[src/rtl/key_debounce_pkg.sv]
// +----------------------------------------------------------------------+
// | key_debounce_pkg : shared types and helpers for the key debouncer    |
// | Rev 1.0                                                              |
// +----------------------------------------------------------------------+
`default_nettype none

package key_debounce_pkg;

    typedef enum logic [1:0] {
        LOW      = 2'd0,
        CHK_HIGH = 2'd1,
        HIGH     = 2'd2,
        CHK_LOW  = 2'd3
    } db_state_t;

    // Widest key vector the popcount helper accepts; callers zero-extend.
    localparam int MAX_KEYS = 64;

    function automatic int unsigned popcount(input logic [MAX_KEYS-1:0] v);
        int unsigned n;
        n = 0;
        for (int i = 0; i < MAX_KEYS; i++) begin
            n += {31'b0, v[i]};
        end
        return n;
    endfunction

endpackage

`default_nettype wire

[src/rtl/key_debounce_lane.sv]
// +----------------------------------------------------------------------+
// | key_debounce_lane : synchroniser + stability FSM for a single key    |
// | Rev 1.0                                                              |
// +----------------------------------------------------------------------+
`default_nettype none

module key_debounce_lane
    import key_debounce_pkg::*;
#(
    parameter int DEBOUNCE_CYCLES = 270000
) (
    input  logic clock,
    input  logic reset,
    input  logic key_raw,
    output logic key_level,
    output logic key_press,
    output logic key_release
);

    localparam int             CW         = $clog2(DEBOUNCE_CYCLES);
    localparam logic [CW-1:0]  C_CNT_LAST = CW'(DEBOUNCE_CYCLES - 1);
    localparam logic [CW-1:0]  C_CNT_ONE  = CW'(1);

    logic          r_sync1;
    logic          r_sync2;
    db_state_t     r_state;
    logic [CW-1:0] r_cnt;
    logic          r_level;
    logic          r_press;
    logic          r_release;

    db_state_t     w_state_nxt;
    logic [CW-1:0] w_cnt_nxt;
    logic          w_level_nxt;
    logic          w_press_nxt;
    logic          w_release_nxt;

    // The counter only advances while below the last value, so it never wraps.
    always_comb begin
        w_state_nxt   = r_state;
        w_cnt_nxt     = r_cnt;
        w_level_nxt   = r_level;
        w_press_nxt   = 1'b0;
        w_release_nxt = 1'b0;
        case (r_state)
            LOW: begin
                if (r_sync2) begin
                    w_state_nxt = CHK_HIGH;
                    w_cnt_nxt   = C_CNT_ONE;
                end
            end
            CHK_HIGH: begin
                if (!r_sync2) begin
                    w_state_nxt = LOW;
                end else if (r_cnt == C_CNT_LAST) begin
                    w_state_nxt = HIGH;
                    w_level_nxt = 1'b1;
                    w_press_nxt = 1'b1;
                end else begin
                    w_cnt_nxt = r_cnt + C_CNT_ONE;
                end
            end
            HIGH: begin
                if (!r_sync2) begin
                    w_state_nxt = CHK_LOW;
                    w_cnt_nxt   = C_CNT_ONE;
                end
            end
            CHK_LOW: begin
                if (r_sync2) begin
                    w_state_nxt = HIGH;
                end else if (r_cnt == C_CNT_LAST) begin
                    w_state_nxt   = LOW;
                    w_level_nxt   = 1'b0;
                    w_release_nxt = 1'b1;
                end else begin
                    w_cnt_nxt = r_cnt + C_CNT_ONE;
                end
            end
            default: w_state_nxt = LOW;
        endcase
    end

    always_ff @(posedge clock) begin
        if (!reset) begin
            r_sync1   <= 1'b0;
            r_sync2   <= 1'b0;
            r_state   <= LOW;
            r_cnt     <= '0;
            r_level   <= 1'b0;
            r_press   <= 1'b0;
            r_release <= 1'b0;
        end else begin
            r_sync1   <= key_raw;
            r_sync2   <= r_sync1;
            r_state   <= w_state_nxt;
            r_cnt     <= w_cnt_nxt;
            r_level   <= w_level_nxt;
            r_press   <= w_press_nxt;
            r_release <= w_release_nxt;
        end
    end

    assign key_level   = r_level;
    assign key_press   = r_press;
    assign key_release = r_release;

endmodule

`default_nettype wire

[src/rtl/key_debounce.sv]
// +----------------------------------------------------------------------+
// | key_debounce : N debounced key lanes with press counter and last key |
// | Rev 1.0                                                              |
// +----------------------------------------------------------------------+
`default_nettype none

module key_debounce
    import key_debounce_pkg::*;
#(
    parameter int N_KEYS          = 8,
    parameter int DEBOUNCE_CYCLES = 270000,
    parameter int CNT_W           = 8
) (
    input  logic                      clock,
    input  logic                      reset,
    input  logic [N_KEYS-1:0]         key_raw,
    output logic [N_KEYS-1:0]         key_level,
    output logic [N_KEYS-1:0]         key_press,
    output logic [N_KEYS-1:0]         key_release,
    output logic [CNT_W-1:0]          press_count,
    output logic [$clog2(N_KEYS)-1:0] last_key
);

    localparam int LK_W = $clog2(N_KEYS);

    logic [N_KEYS-1:0] w_level;
    logic [N_KEYS-1:0] w_press;
    logic [N_KEYS-1:0] w_release;
    logic [LK_W-1:0]   w_first;
    logic [CNT_W-1:0]  w_pop;
    logic [CNT_W-1:0]  r_press_count;
    logic [LK_W-1:0]   r_last_key;

    for (genvar gi = 0; gi < N_KEYS; gi++) begin : g_lane
        key_debounce_lane #(
            .DEBOUNCE_CYCLES (DEBOUNCE_CYCLES)
        ) u_lane (
            .clock       (clock),
            .reset       (reset),
            .key_raw     (key_raw[gi]),
            .key_level   (w_level[gi]),
            .key_press   (w_press[gi]),
            .key_release (w_release[gi])
        );
    end

    // Descending scan so the lowest set index wins.
    always_comb begin
        w_first = '0;
        for (int i = N_KEYS - 1; i >= 0; i--) begin
            if (w_press[i]) begin
                w_first = LK_W'(i);
            end
        end
    end

    assign w_pop = CNT_W'(popcount(MAX_KEYS'(w_press)));

    always_ff @(posedge clock) begin
        if (!reset) begin
            r_press_count <= '0;
            r_last_key    <= '0;
        end else begin
            r_press_count <= r_press_count + w_pop;
            if (|w_press) begin
                r_last_key <= w_first;
            end
        end
    end

    assign key_level   = w_level;
    assign key_press   = w_press;
    assign key_release = w_release;
    assign press_count = r_press_count;
    assign last_key    = r_last_key;

endmodule

`default_nettype wire

[config.mk]
export PLATFORM = sky130hd
export DESIGN_NAME = key_debounce
export DESIGN_NICKNAME = d
export VERILOG_FILES = /design/src/rtl/key_debounce_pkg.sv /design/src/rtl/key_debounce_lane.sv /design/src/rtl/key_debounce.sv
export SDC_FILE = /design/constraint.sdc
export NUM_CORES = 1
export LEC_CHECK = 0
export CORE_UTILIZATION = 60
export DETAILED_ROUTE_END_ITERATION = 8
export DONT_BUFFER_PORTS = 1
export PLACE_DENSITY_LB_ADDON = 0.25
export SKIP_CTS_REPAIR_TIMING = 1
export SLEW_MARGIN = 20
export SYNTH_ARGS = -nofsm -noshare
export SYNTH_HDL_FRONTEND = slang
export SYNTH_SLANG_ARGS = --single-unit
[constraint.sdc]
create_clock -name clock -period 6.6 [get_ports clock]
set_clock_uncertainty 0.2 [all_clocks]
set_input_delay 0.99 -clock clock [delete_from_list [all_inputs] [get_ports clock]]
set_output_delay 0.99 -clock clock [all_outputs]
set_load 0.02 [all_outputs]
; ---- Yosys cells after proc, flatten, opt, wreduce, memory -nomap -nowiden
; Index checks and enable logic that the tools add are counted.
[op_classes]
addsub = 16
n_eq_ne = 96
mux = 160
bitwise_logic = 9
reduce_logical = 57
[ops]
columns = cell, count
row1 = 2-to-1 mux 19 bit, 40
row2 = one-hot mux 19 bit (4 select lines), 8
row3 = "adder 19 x 1 -> 19 bit, second input constant", 8
row4 = "== test 19 bit, second input constant", 8
row5 = 2-to-1 mux 2 bit, 48
row6 = "inequality test 2 x 1 -> 1 bit, second input constant", 32
row7 = one-hot mux 2 bit (4 select lines), 8
row8 = AND reduction 4 bit, 16
row9 = 2-to-1 mux 1 bit, 40
row10 = AND reduction 5 bit, 8
row11 = "== test 2 bit, second input constant", 16
row12 = "inequality test 2 bit, second input constant", 16
row13 = 2-to-1 mux 3 bit, 8
row14 = "inequality test 3 x 1 -> 1 bit, second input constant", 8
row15 = "inequality test 3 bit, second input constant", 8
row16 = AND reduction 3 bit, 8
row17 = OR reduction 3 bit, 8
row18 = "== test 2 x 1 -> 1 bit, second input constant", 8
row19 = logical NOT 2 bit, 8
row20 = one-hot mux 1 bit (2 select lines), 8
row21 = nonzero test 2 bit, 8
row22 = inverter 1 bit, 9
row23 = adder 7 x 1 -> 8 bit, 1
row24 = adder 8 bit, 1
row25 = other kinds (7), 7
[totals]
regBits = 219
output_inout_bits = 35
word_cells = 396

; ---- Depth between registers and ports, before layout
; Gate-level depths: netlist (run 1).
[logic_depth]
word_depth = 8
mapped_depth = 12
depth_no_buf = 12

; ---- Hierarchy
; A second synthesis (run 1) with hierarchy kept.
[unflattened]
hier_cells = 1410
hier_area_um2 = 11876.4
[by_module_without_submodules]
columns = mod, instances, cells_each, area_per_inst_um2, seq_area_each_um2
row1 = key_debounce_lane, 8, 166, 1387.6, 520.5
row2 = key_debounce, 1, 82, 775.7, 220.2

; ---- Worst setup path after synthesis (run 1)
; OpenSTA, ideal clock, no wires.
[synth_timing]
path_type = register to register
from = register r_press_count[0] (netlist: press_count[0])
to = register r_press_count[6] (netlist: press_count[6])
setup_ns = 0.128
arrival_time_ns = 3.307
t_required_ns = 6.272
path_slack_ns = 2.965
path_stages_with_launch = 12
n_path_buf = 0
period_less_slack_ns = 3.635
cell_sequence = dfxtp_1 fa_1 inv_1 fa_1 fa_1 fa_1 fa_1 nor2b_1 o21ai_0 a21oi_1 xnor2_1 nor2_1
[synth_between]
elab_chain_cells = 1
[synth_lines]
columns = item, line
row1 = from (decl), key_debounce.sv:31  ; logic [CNT_W-1:0] r_press_count;
row2 = from (signal assigned), key_debounce.sv:64  ; r_press_count <= r_press_count + w_pop;
row3 = adder 8 bit, key_debounce.sv:64
; Every way passes these cells.
; A chain may end at the register's enable or synchronous reset.

; ---- Worst setup path in the final report (run 1)
[layout_timing]
from = register g_lane[2].u_lane.r_press
to = register r_press_count[6] (netlist: press_count[6])
[layout_between]
elab_chain_cells = 7
[layout_lines]
columns = item, line
row1 = from (decl), key_debounce_lane.sv:29  ; logic r_press;
row2 = from (signal assigned), key_debounce_lane.sv:99  ; r_press <= w_press_nxt;
row3 = adder 2 x 1 -> 3 bit, key_debounce_pkg.sv:23  ; n += {31'b0, v[i]};
row4 = adder 3 x 1 -> 4 bit, key_debounce_pkg.sv:23
row5 = adder 4 x 1 -> 5 bit, key_debounce_pkg.sv:23
row6 = adder 5 x 1 -> 6 bit, key_debounce_pkg.sv:23
row7 = adder 6 x 1 -> 7 bit, key_debounce_pkg.sv:23
row8 = adder 7 x 1 -> 8 bit, key_debounce_pkg.sv:23
row9 = adder 8 bit, key_debounce.sv:64
; Every way passes these cells.

==> results.cfg, run 1 <==
[outcome]
status = finished, final reports clean

[worst_hold_path]
timing.hold.worst.start = g_lane[4].u_lane.r_sync1
holdCritPathClass = reg -> reg
whs_endpoint = g_lane[4].u_lane.r_sync2
hold-path-cell-count = 1

[yosys]
synth_flop_cell = dfxtp_1
synthCells = 1244
synthesis.area_um2 = 10480
ys_seq_area_share_pct = 41.84
synth.ff_latch_count = 219
avgSynthCellArea_um2 = 8.423
async_reset_ff_share_pct = 0
yosys_warnings = 0
edff_count_synth = 0
syn-num-nets = 1273
synthDistinctLibCells = 61

[clock_network]
cts_buffers = 24
clock_tree.htree_level_count = 1
cts-root-buf = clkbuf_16
cts_max_path_buffers = 3
reg_clk_slew_reported_paths_ns = 0.06
clk_latency_ns = 0.51
cts_tree = yes
cts_sinks = 219

[setup_path]
crit-reg2reg-capture = press_count[6]
timing.critical_path.fanout_max = 5
crit_chain = fa_1 > inv_1 > fa_1 > fa_1 > fa_1 > fa_1 > nor2b_1 > o21ai_0 > a21oi_1 > xnor2_1 > nor2_1
timing.setup.critical_path_class = reg -> reg
worstReg2RegStart = g_lane[2].u_lane.key_press
timing.reg2reg.worst_path_depth = 11
cp_data_required_time_ns = 6.76
cp_slowest_cell = dfxtp_1
critPathLaunchType = register
setup.worst_path.end_class = register
critPathMostFrequentCell = fa_1
worst_ep_arrival_time_ns = 4.14
critical-path-max-stage-delay_ns = 0.59
register_to_register_path_setup_slack_ns = 2.62

[detailed_routing]
firstDrtPassIters = 4
ant_nets = 0
remaining_drc_errors = 0
detail_route.iter0.violations = 486
post_drt_wl_per_cell_um = 15.11
dr_total_vias = 8580
routed_via_density = 5.971
wirelength_um = 21710

[sta]
period_minus_slack_ns = 3.975
finalMaxSlewViolations = 0
tightest_slew_ns = 1.089
finish_stage_setup_viols = 0
rsz0062_at_grt = no
final_hold_viol_count = 0
final.setup.tns_ns = 0
timing.max_slew.rel_slack_pct = 26.91
final.setup.worst_slack_ns = 2.625
hold_ws_ns = 0.2338
period_share_pct = 60.23
max_clock_freq_ghz = 0.2516

[place]
dp_slack_ns = 2.620
post_placement_cell_count = 1397
place.port_buffers = 0
dp_hpwl_um = 14610
routabilityCongestion = 0.8740

[floorplanning]
floorplan.io_pins = 45
num_rows = 47
die_area_um2 = 18000
initial_core_utilization_pct = 62.30
die-width_um = 134.2
core-area_um2 = 16820
die_h_um = 134.2

[pwr]
irDropWorstVdd_v = 0.0002108
power.total_uw = 2719
power.density_nw_per_um2 = 242.2
power.static_leakage_uw = 0.003743

[grt]
grt_start_max_net_pins = 69
grt.met1_usage_pct = 32.04
grt.met3_usage_pct = 4.460
top_usage_layer = met2
total_track_usage_pct = 24.45
antenna_found_initial = 0
grt_pass1_vias = 7908
routing_usage_on_met2_pct = 41.25
grt_overflow = 0
first_pass_grt_wire_length_um = 36880

[final_layout]
finish.cell_count_without_fillers = 1437
layout.cells.most_common = dfxtp_1
mostFrequentLayoutCells = dfxtp_1, nor2_1, nand2_1, a21oi_1, nand3_1
sequential_cell_area_um2 = 4384
multi_input_area_um2 = 5587
layout-area-overhead-vs-synth_pct = 7.129
post_route_cells_drive_above_1_share_pct = 5.177
finish.net_count = 1232
nFillCells = 1414
n_antenna_cell = 0

[flow_run]
drv.max_cap_violation_count = 0
==> report_power, final <==
part	leakage [uW]	switching [uW]	internal, uW
combinational	0.00159	45.1	20.5
sequential	0.00177	19.5	1330
clock	0.000380	511	788
==> sequential cells by signal, indices dropped and copies added, names as in the netlist, named ones only <==
signal,cells
g_lane.u_lane.r_sync1,8
g_lane.u_lane.r_sync2,8
g_lane.u_lane.r_cnt,152
press_count,8
g_lane.u_lane.r_state,8
last_key,3
g_lane.u_lane.key_release,8
g_lane.u_lane.key_press,8
g_lane.u_lane.key_level,8
==> layer usage <==
metal	vias up	part of all wire (%)
met3	31	5.2
li1	4340	-
met4	0	2.0
met5	-	0
met2	162	47
met1	4047	46
==> critical path: cells and delay by family (launching register included) <==
family,cells,cell delay (ns)
adders and majority gates,5,2.25
and+or+nand+nor,2,0.21
xor gates and xnor gates,1,0.14
DFF,1,0.59
buffers and inverters,1,0.09
AOI/OAI and AO/OA,2,0.34
==> synth_stat cells (6+ instances only) <==
cell type  number  area share, %
nor2_1        133            4.8
or4_1          18            1.3
nand2b_1        9           0.54
nor4b_1        12            1.0
buf_4          24            1.7
o21bai_1        6           0.43
a31oi_1         6           0.36
nor3b_1         7           0.50
xor2_1         41            3.4
mux2i_1        17            1.6
o41ai_1         7           0.59
nand3_1        64            3.1
xnor2_1        45            3.8
nor2b_1        12           0.72
nor3_1         46            2.2
nor4bb_1        7           0.67
inv_1          44            1.6
ha_1           14            1.7
a22oi_1         7           0.50
and2_1         20            1.2
o21ai_0        61            2.9
o31ai_1        13           0.93
nand2_1        91            3.3
a21oi_1        70            3.3
dfxtp_1       219             42
a31o_2          7           0.59
or3_1          29            1.7
o211ai_1       12           0.86
and3_1         30            1.8
clkbuf_1       41            1.5
nor4_1         11           0.66
nand4_1        47            2.8
and4_1         12            1.0
==> cell families (layout without fill, tap and decap cells) <==
kind of cell	after synthesis	after routing	share of synthesized area, %
compound gates	214	214	12.35
simple gates	569	569	28.96
buf+inv	117	90	5.098
xor+xnor	86	86	7.188
fa+ha+maj	19	19	2.627
mux	20	20	1.946
flops	219	219	41.84
==> final cells by class <==
class                   count  area share, %
inverters                  44          1.471
clock buffers              31          5.952
repair buffers              6         0.4012
flip-flops and latches    219          39.05
well taps                 220          2.452
clock inverters             9         0.9028
multi-input cells         908          49.77
==> worst max-delay path by stage <==
stage | from | to | slack, ns | cells past startpoint
final | g_lane[2].u_lane.key_press | press_count[6] | 2.62 | 11
after detailed placement | g_lane[2].u_lane.key_press | press_count[6] | 2.62 | 11
after global placement | g_lane[2].u_lane.key_press | press_count[6] | 2.69 | 11
after global routing | g_lane[2].u_lane.key_press | press_count[6] | 2.40 | 11
after CTS | g_lane[2].u_lane.key_press | press_count[6] | 2.60 | 11
after floorplan | press_count[0] | press_count[6] | 2.97 | 11
==> per-stage QoR <==
step                util [%]  instance area [um2]
floorplan                  -                10480
global placement       62.01                10430
detailed placement     62.01                10430
CTS                    66.59                11200
global route           66.75                11230
finish                 66.75                11230
Power figures use the tool's default switching activity.
==> inputs of run 2 (changes only) <==
CORE_UTILIZATION = 58   (was 60)
clock period = 3.3 ns   (was 6.6 ns; I/O delays follow)
==> results.cfg, run 2 (same netlist as run 1, synthesis figures left out) <==
[setup_path]
cp_data_required_time_ns = 3.49
crit-reg2reg-capture = press_count[6]
timing.reg2reg.worst_path_depth = 11
register_to_register_path_setup_slack_ns = -0.18
worst_setup_path_startpoint = press_count[0]
setup.worst_path.end_class = register
critPathLaunchType = register
worstReg2RegStart = press_count[0]
timing.critical_path.fanout_max = 3
worst_ep_arrival_time_ns = 3.67
worst_setup_path_endpoint = press_count[6]
timing.setup.critical_path_class = reg -> reg

[final_layout]
registers.top_by_ff_count = g_lane.u_lane.r_cnt
max_reg_flops = 152
utilization_pct = 66.04
layout.cells.most_common = dfxtp_1
finish.cell_count_without_fillers = 1474
layout-area-overhead-vs-synth_pct = 10.14
finish.net_count = 1261
mostFrequentLayoutCells = dfxtp_1, nor2_1, nand2_1, a21oi_1, nand3_1
n_antenna_cell = 0
post_route_cells_drive_above_1_share_pct = 6.805

[pwr]
power.total_uw = 5592
irDropWorstVdd_v = 0.0005077
clock_power_share_pct = 48.6
power.density_nw_per_um2 = 484.6
power.switching_fraction_pct = 21.15
power_frac_seq_pct = 48.4
power.net_switching_uw = 1183
power.static_leakage_uw = 0.003920
comb_power_share_pct = 2.9
internal_power_uw = 4410

[place]
dp_hpwl_um = 14930
routabilityCongestion = 0.8540
dp_slack_ns = -0.2190
post_placement_cell_count = 1418
place.port_buffers = 0

[grt]
grt_start_max_net_pins = 69
grt_overflow = 0
total_track_usage_pct = 23.91
grt_pass1_vias = 7871
first_pass_grt_wire_length_um = 36810
antenna_found_initial = 0

[clock_network]
cts_tree = yes
cts_max_path_buffers = 3
cts-root-buf = clkbuf_16
cts_sinks = 219
clk_latency_ns = 0.51
clock_tree.htree_level_count = 1
reg_clk_slew_reported_paths_ns = 0.06
cts_buffers = 23

[floorplanning]
die-width_um = 136.4
die_area_um2 = 18610
floorplan.io_pins = 45
core-area_um2 = 17480
die_h_um = 136.4
num_rows = 48
initial_core_utilization_pct = 59.96

[sta]
final.setup.worst_slack_ns = -0.1834
final_hold_viol_count = 1
tightest_slew_ns = 1.045
timing.max_slew.rel_slack_pct = 29.86
finalMaxSlewViolations = 0
period_minus_slack_ns = 3.483
rsz0062_at_grt = yes
max_clock_freq_ghz = 0.2871
finish_stage_setup_viols = 3
period_share_pct = 105.6
hold_ws_ns = -0.02503

[worst_hold_path]
holdCritPathClass = in -> reg

[detailed_routing]
wirelength_um = 22500
remaining_drc_errors = 0
dr_total_vias = 8708
detail_route.iter0.violations = 505
firstDrtPassIters = 5
routed_via_density = 5.908
ant_nets = 0
post_drt_wl_per_cell_um = 15.26

[outcome]
status = finished with violations
failing_checks = hold timing, setup timing

[flow_run]
drv.max_cap_violation_count = 0
==> run 2: cell count changes in the layout (fill, tap and decap cells not counted), sizes merged <==
cell | previous run | this run
buf | 6 | 23
dlygate4sd3 | 0 | 13
clkbuf | 31 | 36
clkinv | 5 | 3
clkinvlp | 1 | 0
==> run 2: worst max-delay path, cell delays in order, from the launching register on <==
cell	delay [ns]
dfxtp_2	0.33
fa_1	0.54
inv_2	0.04
fa_1	0.51
fa_1	0.44
fa_2	0.37
fa_2	0.36
nor2b_2	0.15
o21ai_2	0.09
a21oi_2	0.15
xnor2_1	0.13
nor2_1	0.05
==> run 2: power groups by stage <==
stage	Combinational [uW]	Sequential, uW	Clock [uW]
after detailed placement	138	2770	0
after CTS	139	2710	2760
after global routing	182	2710	2870
after floorplan	133	2740	0
after global placement	135	2770	0
final	165	2710	2720
==> run 2: through the flow <==
| step | instance area [um2] | TNS (ns) |
|---|---|---|
| 2_1_floorplan | 10490 | -0.1899 |
| 4_1_cts | 11380 | -0.4296 |
| 3_3_place_gp | 10560 | -0.2901 |
| 3_5_place_dp | 10560 | -0.3860 |
| 6_report | 11540 | -0.3230 |
| 5_1_grt | 11540 | -0.8770 |
==> run 2: area by class of cell <==
cell class                 count  area, um2
inverter                      44      165.2
multi-input combinational    908       5575
tap                          225      281.5
timing repair buffer          36      315.3
clock inverter                 6      83.83
clock buffer                  36      734.5
sequential                   219       4385
fill                        1476       5936
==> run 2: how the worst min path moves through the flow <==
stage | start | endpoint | slack (ns) | depth (start not counted)
finish | reset | g_lane[3].u_lane.key_level | -0.03 | 2
global route | reset | g_lane[3].u_lane.key_level | 0.009 | 2
CTS | key_raw[4] | g_lane[4].u_lane.r_sync1 | -0.10 | 1
detailed placement | g_lane[3].u_lane.r_sync1 | g_lane[3].u_lane.r_sync2 | 0.22 | 1
global placement | g_lane[7].u_lane.r_sync1 | g_lane[7].u_lane.r_sync2 | 0.22 | 1
floorplan | g_lane[0].u_lane.r_sync1 | g_lane[0].u_lane.r_sync2 | 0.21 | 1
==> run 2: per-layer routing <==
metal	routed length (um)	share of wire [%]	vias to the layer above	global-route usage (%)
li1	-	-	4412	-
met1	10510	47	4094	31.63
met2	10250	46	165	38.78
met3	1187	5.3	37	4.959
met4	555	2.5	0	7.654
met5	0	0	-	0
